[config.mk]
export PLATFORM = sky130hd
export DESIGN_NAME = mem_access_unit_flat
export DESIGN_NICKNAME = d
export VERILOG_FILES = /design/src/rtl/mem_access_unit_if.sv /design/src/rtl/mem_access_unit.sv /design/src/flat_wrapper.sv
export SDC_FILE = /design/constraint.sdc
export NUM_CORES = 1
export LEC_CHECK = 0
export CORE_MARGIN = 2
export CORE_UTILIZATION = 41
export CTS_CLUSTER_SIZE = 25
export DETAILED_ROUTE_END_ITERATION = 10
export GPL_TIMING_DRIVEN = 0
export PLACE_DENSITY = 0.83
export SYNTH_ARGS = -nofsm -noshare
export SYNTH_HDL_FRONTEND = slang
export SYNTH_SLANG_ARGS = --single-unit
export TNS_END_PERCENT = 5
[constraint.sdc]
create_clock -name clk -period 2.16 [get_ports clk]
set_input_delay 0.216 -clock clk [delete_from_list [all_inputs] [get_ports clk]]
set_output_delay 0.216 -clock clk [all_outputs]
set_load 0.005 [all_outputs]
[src/rtl/mem_access_unit_if.sv]
// rtl/mem_access_unit_if.sv - CPU-side request/response bundle for mem_access_unit
interface mem_access_unit_if;
    logic        req_valid;
    logic        req_ready;
    logic        req_we;
    logic [1:0]  req_size;
    logic        req_signed;
    logic [31:0] req_addr;
    logic [31:0] req_wdata;
    logic        resp_valid;
    logic        resp_err;
    logic [31:0] resp_rdata;

    modport master (
        output req_valid, req_we, req_size, req_signed, req_addr, req_wdata,
        input  req_ready, resp_valid, resp_err, resp_rdata
    );

    modport slave (
        input  req_valid, req_we, req_size, req_signed, req_addr, req_wdata,
        output req_ready, resp_valid, resp_err, resp_rdata
    );
endinterface

[src/rtl/mem_access_unit.sv]
// rtl/mem_access_unit.sv - byte/half/word load-store front end for a byte-enabled word RAM
module mem_access_unit #(
    parameter int RAM_WORDS = 32768
) (
    input  logic                      clk,
    input  logic                      rst,
    mem_access_unit_if.slave          cpu,
    output logic                      ram_wren,
    output logic [29:0]               ram_address,
    output logic [31:0]               ram_data,
    output logic [3:0]                ram_byteena,
    input  logic [31:0]               ram_q
);

    typedef enum logic [1:0] {
        IDLE    = 2'd0,
        RD_WAIT = 2'd1,
        RESP    = 2'd2
    } state_t;

    localparam logic [31:0] WORD_LIMIT = 32'(RAM_WORDS);

    state_t      state, state_nxt;
    logic [1:0]  off_q;
    logic [1:0]  size_q;
    logic        signed_q;
    logic        err_q;
    logic [31:0] rdata_q;
    logic [29:0] addr_hold;

    logic        accept;
    logic        align_err;
    logic        range_err;
    logic        req_err;
    logic [7:0]  ld_byte;
    logic [15:0] ld_half;
    logic [31:0] load_ext;

    always_comb begin
        align_err = 1'b0;
        case (cpu.req_size)
            2'b00:   align_err = 1'b0;
            2'b01:   align_err = cpu.req_addr[0];
            2'b10:   align_err = (cpu.req_addr[1:0] != 2'b00);
            default: align_err = 1'b1;
        endcase
        range_err = ({2'b00, cpu.req_addr[31:2]} >= WORD_LIMIT);
        req_err   = align_err | range_err;
    end

    // Lane select on the registered RAM output, using the offset/size captured at accept.
    always_comb begin
        ld_byte  = ram_q[8*off_q +: 8];
        ld_half  = off_q[1] ? ram_q[31:16] : ram_q[15:0];
        load_ext = ram_q;
        case (size_q)
            2'b00:   load_ext = {{24{signed_q & ld_byte[7]}}, ld_byte};
            2'b01:   load_ext = {{16{signed_q & ld_half[15]}}, ld_half};
            default: load_ext = ram_q;
        endcase
    end

    always_comb begin
        state_nxt     = state;
        ram_wren      = 1'b0;
        ram_byteena   = 4'b0000;
        ram_data      = 32'h0;
        ram_address   = rst ? 30'h0 : addr_hold;
        cpu.req_ready = (state == IDLE) && !rst;
        accept        = cpu.req_ready && cpu.req_valid;

        case (state)
            IDLE: begin
                if (accept) begin
                    if (req_err) begin
                        state_nxt = RESP;
                    end else begin
                        ram_address = cpu.req_addr[31:2];
                        if (cpu.req_we) begin
                            ram_wren = 1'b1;
                            case (cpu.req_size)
                                2'b00: begin
                                    ram_byteena = 4'b0001 << cpu.req_addr[1:0];
                                    ram_data    = {4{cpu.req_wdata[7:0]}};
                                end
                                2'b01: begin
                                    ram_byteena = cpu.req_addr[1] ? 4'b1100 : 4'b0011;
                                    ram_data    = {2{cpu.req_wdata[15:0]}};
                                end
                                default: begin
                                    ram_byteena = 4'b1111;
                                    ram_data    = cpu.req_wdata;
                                end
                            endcase
                            state_nxt = RESP;
                        end else begin
                            state_nxt = RD_WAIT;
                        end
                    end
                end
            end
            RD_WAIT: state_nxt = RESP;
            RESP:    state_nxt = IDLE;
            default: state_nxt = IDLE;
        endcase

        cpu.resp_valid = (state == RESP) && !rst;
        cpu.resp_err   = cpu.resp_valid & err_q;
        cpu.resp_rdata = cpu.resp_valid ? rdata_q : 32'h0;
    end

    always_ff @(posedge clk) begin
        if (rst) begin
            state     <= IDLE;
            off_q     <= 2'b00;
            size_q    <= 2'b00;
            signed_q  <= 1'b0;
            err_q     <= 1'b0;
            rdata_q   <= 32'h0;
            addr_hold <= 30'h0;
        end else begin
            state <= state_nxt;
            if (accept) begin
                off_q    <= cpu.req_addr[1:0];
                size_q   <= cpu.req_size;
                signed_q <= cpu.req_signed;
                err_q    <= req_err;
                rdata_q  <= 32'h0;
                if (!req_err) begin
                    addr_hold <= cpu.req_addr[31:2];
                end
            end
            if (state == RD_WAIT) begin
                rdata_q <= load_ext;
            end
        end
    end

endmodule

[src/flat_wrapper.sv]
// flat-port wrapper written by rule: the top's interface ports become plain ports
module mem_access_unit_flat 
#(
    parameter int RAM_WORDS = 32768
)
  (clk, rst, ram_wren, ram_address, ram_data, ram_byteena, ram_q, cpu_req_valid, cpu_req_we, cpu_req_size, cpu_req_signed, cpu_req_addr, cpu_req_wdata, cpu_req_ready, cpu_resp_valid, cpu_resp_err, cpu_resp_rdata);
  mem_access_unit_if cpu_i ();
  input  logic clk;
  input  logic rst;
  output logic ram_wren;
  output logic [29:0] ram_address;
  output logic [31:0] ram_data;
  output logic [3:0] ram_byteena;
  input  logic [31:0] ram_q;
  input wire logic [$bits(cpu_i.req_valid)-1:0] cpu_req_valid;
  input wire logic [$bits(cpu_i.req_we)-1:0] cpu_req_we;
  input wire logic [$bits(cpu_i.req_size)-1:0] cpu_req_size;
  input wire logic [$bits(cpu_i.req_signed)-1:0] cpu_req_signed;
  input wire logic [$bits(cpu_i.req_addr)-1:0] cpu_req_addr;
  input wire logic [$bits(cpu_i.req_wdata)-1:0] cpu_req_wdata;
  output wire logic [$bits(cpu_i.req_ready)-1:0] cpu_req_ready;
  output wire logic [$bits(cpu_i.resp_valid)-1:0] cpu_resp_valid;
  output wire logic [$bits(cpu_i.resp_err)-1:0] cpu_resp_err;
  output wire logic [$bits(cpu_i.resp_rdata)-1:0] cpu_resp_rdata;
  assign cpu_i.req_valid = cpu_req_valid;
  assign cpu_i.req_we = cpu_req_we;
  assign cpu_i.req_size = cpu_req_size;
  assign cpu_i.req_signed = cpu_req_signed;
  assign cpu_i.req_addr = cpu_req_addr;
  assign cpu_i.req_wdata = cpu_req_wdata;
  assign cpu_req_ready = cpu_i.req_ready;
  assign cpu_resp_valid = cpu_i.resp_valid;
  assign cpu_resp_err = cpu_i.resp_err;
  assign cpu_resp_rdata = cpu_i.resp_rdata;
  mem_access_unit #(.RAM_WORDS(RAM_WORDS)) u_core (.clk(clk), .rst(rst), .cpu(cpu_i), .ram_wren(ram_wren), .ram_address(ram_address), .ram_data(ram_data), .ram_byteena(ram_byteena), .ram_q(ram_q));
endmodule
==> summary.md <==
| Metric | Value |
|---|---|
| Multi-input combinational cell area | `2770 um2` |
| Post-DRT Antenna Nets | `0` |
| Vias per cell | `5.26` |
| Avg WL per Cell | `16.9 um` |
| IO buf count | `203` |
| Main synth FF type | `dfxtp_1` |
| Placed instance area | `6440 um2` |
| Critical Path Source | `u_core.state[0]` |
| Clock Latency Late Sink | `0.36 ns` |
| Count leader, synth | `dfxtp_1` |
| Post-synthesis cell type count | `39` |
| Global-route layer with the greatest usage | `met2` |
| PwrDens | `447 nW/um2` |
| Share of layout cells above drive strength 1 | `26.4%` |
| Post-Route WL | `15,400 um` |
| Global route total overflow | `0` |
| Initial DRC Count | `236` |
| # DRC | `0` |
| Die area | `11,200 um2` |
| Period utilization | `104%` |
| Vias in the first global route | `4,873` |
| Core ar. | `10,200 um2` |
| Final worst slack | `-0.0812 ns` |
| Required time of the critical path | `1.94 ns` |
| Worst Setup Start Kind | `flip-flop` |
| Post-synth ARST share | `0%` |
| TritonCTS clock tree | `done` |
| Worst reg2reg path startpoint | `u_core.state[0]` |
| Mapped Cells | `524` |
| Via count | `4,798` |
| All-layer global routing usage | `26.7%` |
| Peak VDD IR | `0.278 mV` |
| Number of max-cap violations | `0` |
| GR Util met3 | `5.94%` |
| FILL cells | `772` |
| Measured slew at the worst slew-check pin | `0.637 ns` |
| Largest area contributor in the netlist | `dfxtp_1` |
| Failing checks | `negative setup slack` |
| Arr. time, crit path | `2.03 ns` |
| Root Buffer | `clkbuf_8` |
| Yosys warning count | `0` |
| GR met2 Demand/Resource | `49.9%` |
| Synthesized area per cell | `8.10 um2` |
| Flops & latches, synth | `70` |
| Hold path start | `cpu_req_addr[1]` |
| Antenna diodes | `0` |
| Rel. slew slack | `57.5%` |
| First-pass GRT wire length | `23,800 um` |
| Yosys top cell area share | `33.0%` |
| Pleak | `3.40 nW` |
| Pwr Total | `0.00322 W` |
| FP Rows | `37` |
| Most frequent cells after synthesis | `70 x dfxtp_1, 69 x nand2_1, 50 x nor2_1, 43 x a21oi_1` |
| Setup_tns | `-1.10 ns` |
| Max Freq | `446 MHz` |
| Layout Nets | `874` |
| Largest net degree at the start of global routing | `13` |
| Crit-path max FO | `10` |
| GR Util met1 | `28.8%` |
| Final Cell Area | `7200 um2` |
| Fin Hold WS | `0.268 ns` |
| Pre-CTS WS | `-0.704 ns` |
| Syn_nets | `627` |
| # IOs | `205` |
| Max clock buf depth | `2` |
| GPL Wtd Cong | `0.897` |
| Initial antenna violation count | `0` |
| Clock Sinks | `70` |
| CTS clk-pin slew, worst paths | `0.07 ns` |
| Inserted Clock Buffers | `9` |
| Synthesized area | `4240 um2` |
| Chip Height | `106 um` |
| DRT Pass-1 Iters | `5` |
| Area Overhead vs Synth | `69.8%` |
| Storage cell area | `1410 um2` |
| Initial Utilization | `41.7%` |
| Status | `complete, but fails checks` |
| Min cycle time layout | `2.24 ns` |
| Clk_skew | `0.0100 ns` |
| Hold Buf Count CTS | `0` |
| Synth top area cells | `dfxtp_1 33%, mux2_4 10%, nand2_1 6.1%` |
| Critical path class | `reg -> out` |
| RSZ-0062 raised after global routing | `yes` |
| Final Slew Violations | `0` |
| Hold violation count in the final report | `0` |
| H-tree Lvls | `3` |
| Sequential fraction of the synthesis area | `33.0%` |
| Number of synthesized flops with an enable pin | `0` |
| Crit. End Element | `output pin` |
| Final setup viols | `22` |
| Hold crit path type | `in -> reg` |
| Dpl hpwl | `11,400 um` |
| Die width | `106 um` |
[logic make-up after synthesis]
kind of cell | share of synthesized area [%]
DFF | 33.0
and+or+nand+nor | 27.3
AOI/OAI and AO/OA | 16.3
muxes | 17.2
buffers and inverters | 6.19
[worst paths after layout]
kind,end,slack (ns),depth (start not counted)
min reg2reg,u_core.rdata_q[22],0.45,2
min,u_core.off_q[1],0.27,3
max reg2reg,u_core.rdata_q[26],0.21,7
max,cpu_resp_rdata[29],-0.08,6
[cells in the final DEF (no fill, tap or decap), types with 8 or more instances in the layout]
cell,n
a21oi_1,39
and2_1,34
buf_2,38
buf_4,19
buf_6,29
clkbuf_1,23
clkbuf_2,9
clkbuf_8,16
clkdlybuf4s50_1,100
dfxtp_1,68
dlygate4sd2_1,11
dlymetal6s2s_1,28
inv_1,12
mux2_2,8
mux2_4,29
mux2i_1,16
nand2_1,69
nor2_1,42
nor2b_1,18
nor3b_1,18
nor3b_2,11
o21ai_0,35
o21ai_1,11
[state kept, by name, indices dropped and copies added (netlist names)]
name	flops
u_core.addr_hold	30
u_core.err_q	1
u_core.off_q	2
u_core.rdata_q	32
u_core.signed_q	1
u_core.size_q	2
u_core.state	2
[where the power goes]
part           internal, W  total, W  switching, W
registers          0.00130   0.00131    0.00000900
clock network     0.000830   0.00135      0.000516
logic             0.000289  0.000571      0.000281
[cell type report]
class                   instances  area share (%)
multi-input cells             398            38.5
repair buffers                239            31.5
flip-flops and latches         70            19.5
plain buffers                  41            3.94
well taps                     136            2.36
clock buffers                  11            2.10
clock inverters                 5            1.46
inverters                      12           0.625
[what timing repair did]
| action | CTS | global route |
|---|---|---|
| setup endpoints to repair | 101 | 94 |
| gates resized for setup | 323 | 63 |
| setup buffers | 27 | 5 |
| pin swaps | 16 | 10 |
| gates cloned | 3 | 1 |
[worst max-delay path: stages, from the launching register on]
cell             delay [ns]
dfxtp_4                0.36
buf_4                  0.16
nor3b_4                0.25
buf_6                  0.16
buf_6                  0.13
and2_1                 0.13
clkdlybuf4s50_1        0.49
[layer usage]
| metal | routed length, um | vias up |
|---|---|---|
| met5 | 0 | - |
| met4 | 434 | 0 |
| met3 | 1170 | 29 |
| met2 | 8040 | 207 |
| met1 | 5780 | 2276 |
| li1 | - | 2286 |
[metrics by stage]
stage          util, %  std cells
3_3_place_gp      63.3        863
3_5_place_dp      63.3        863
2_1_floorplan        -        524
6_report          70.7        912
4_1_cts           69.9        909
5_1_grt           70.7        912
(Power assumes the default switching activity.)
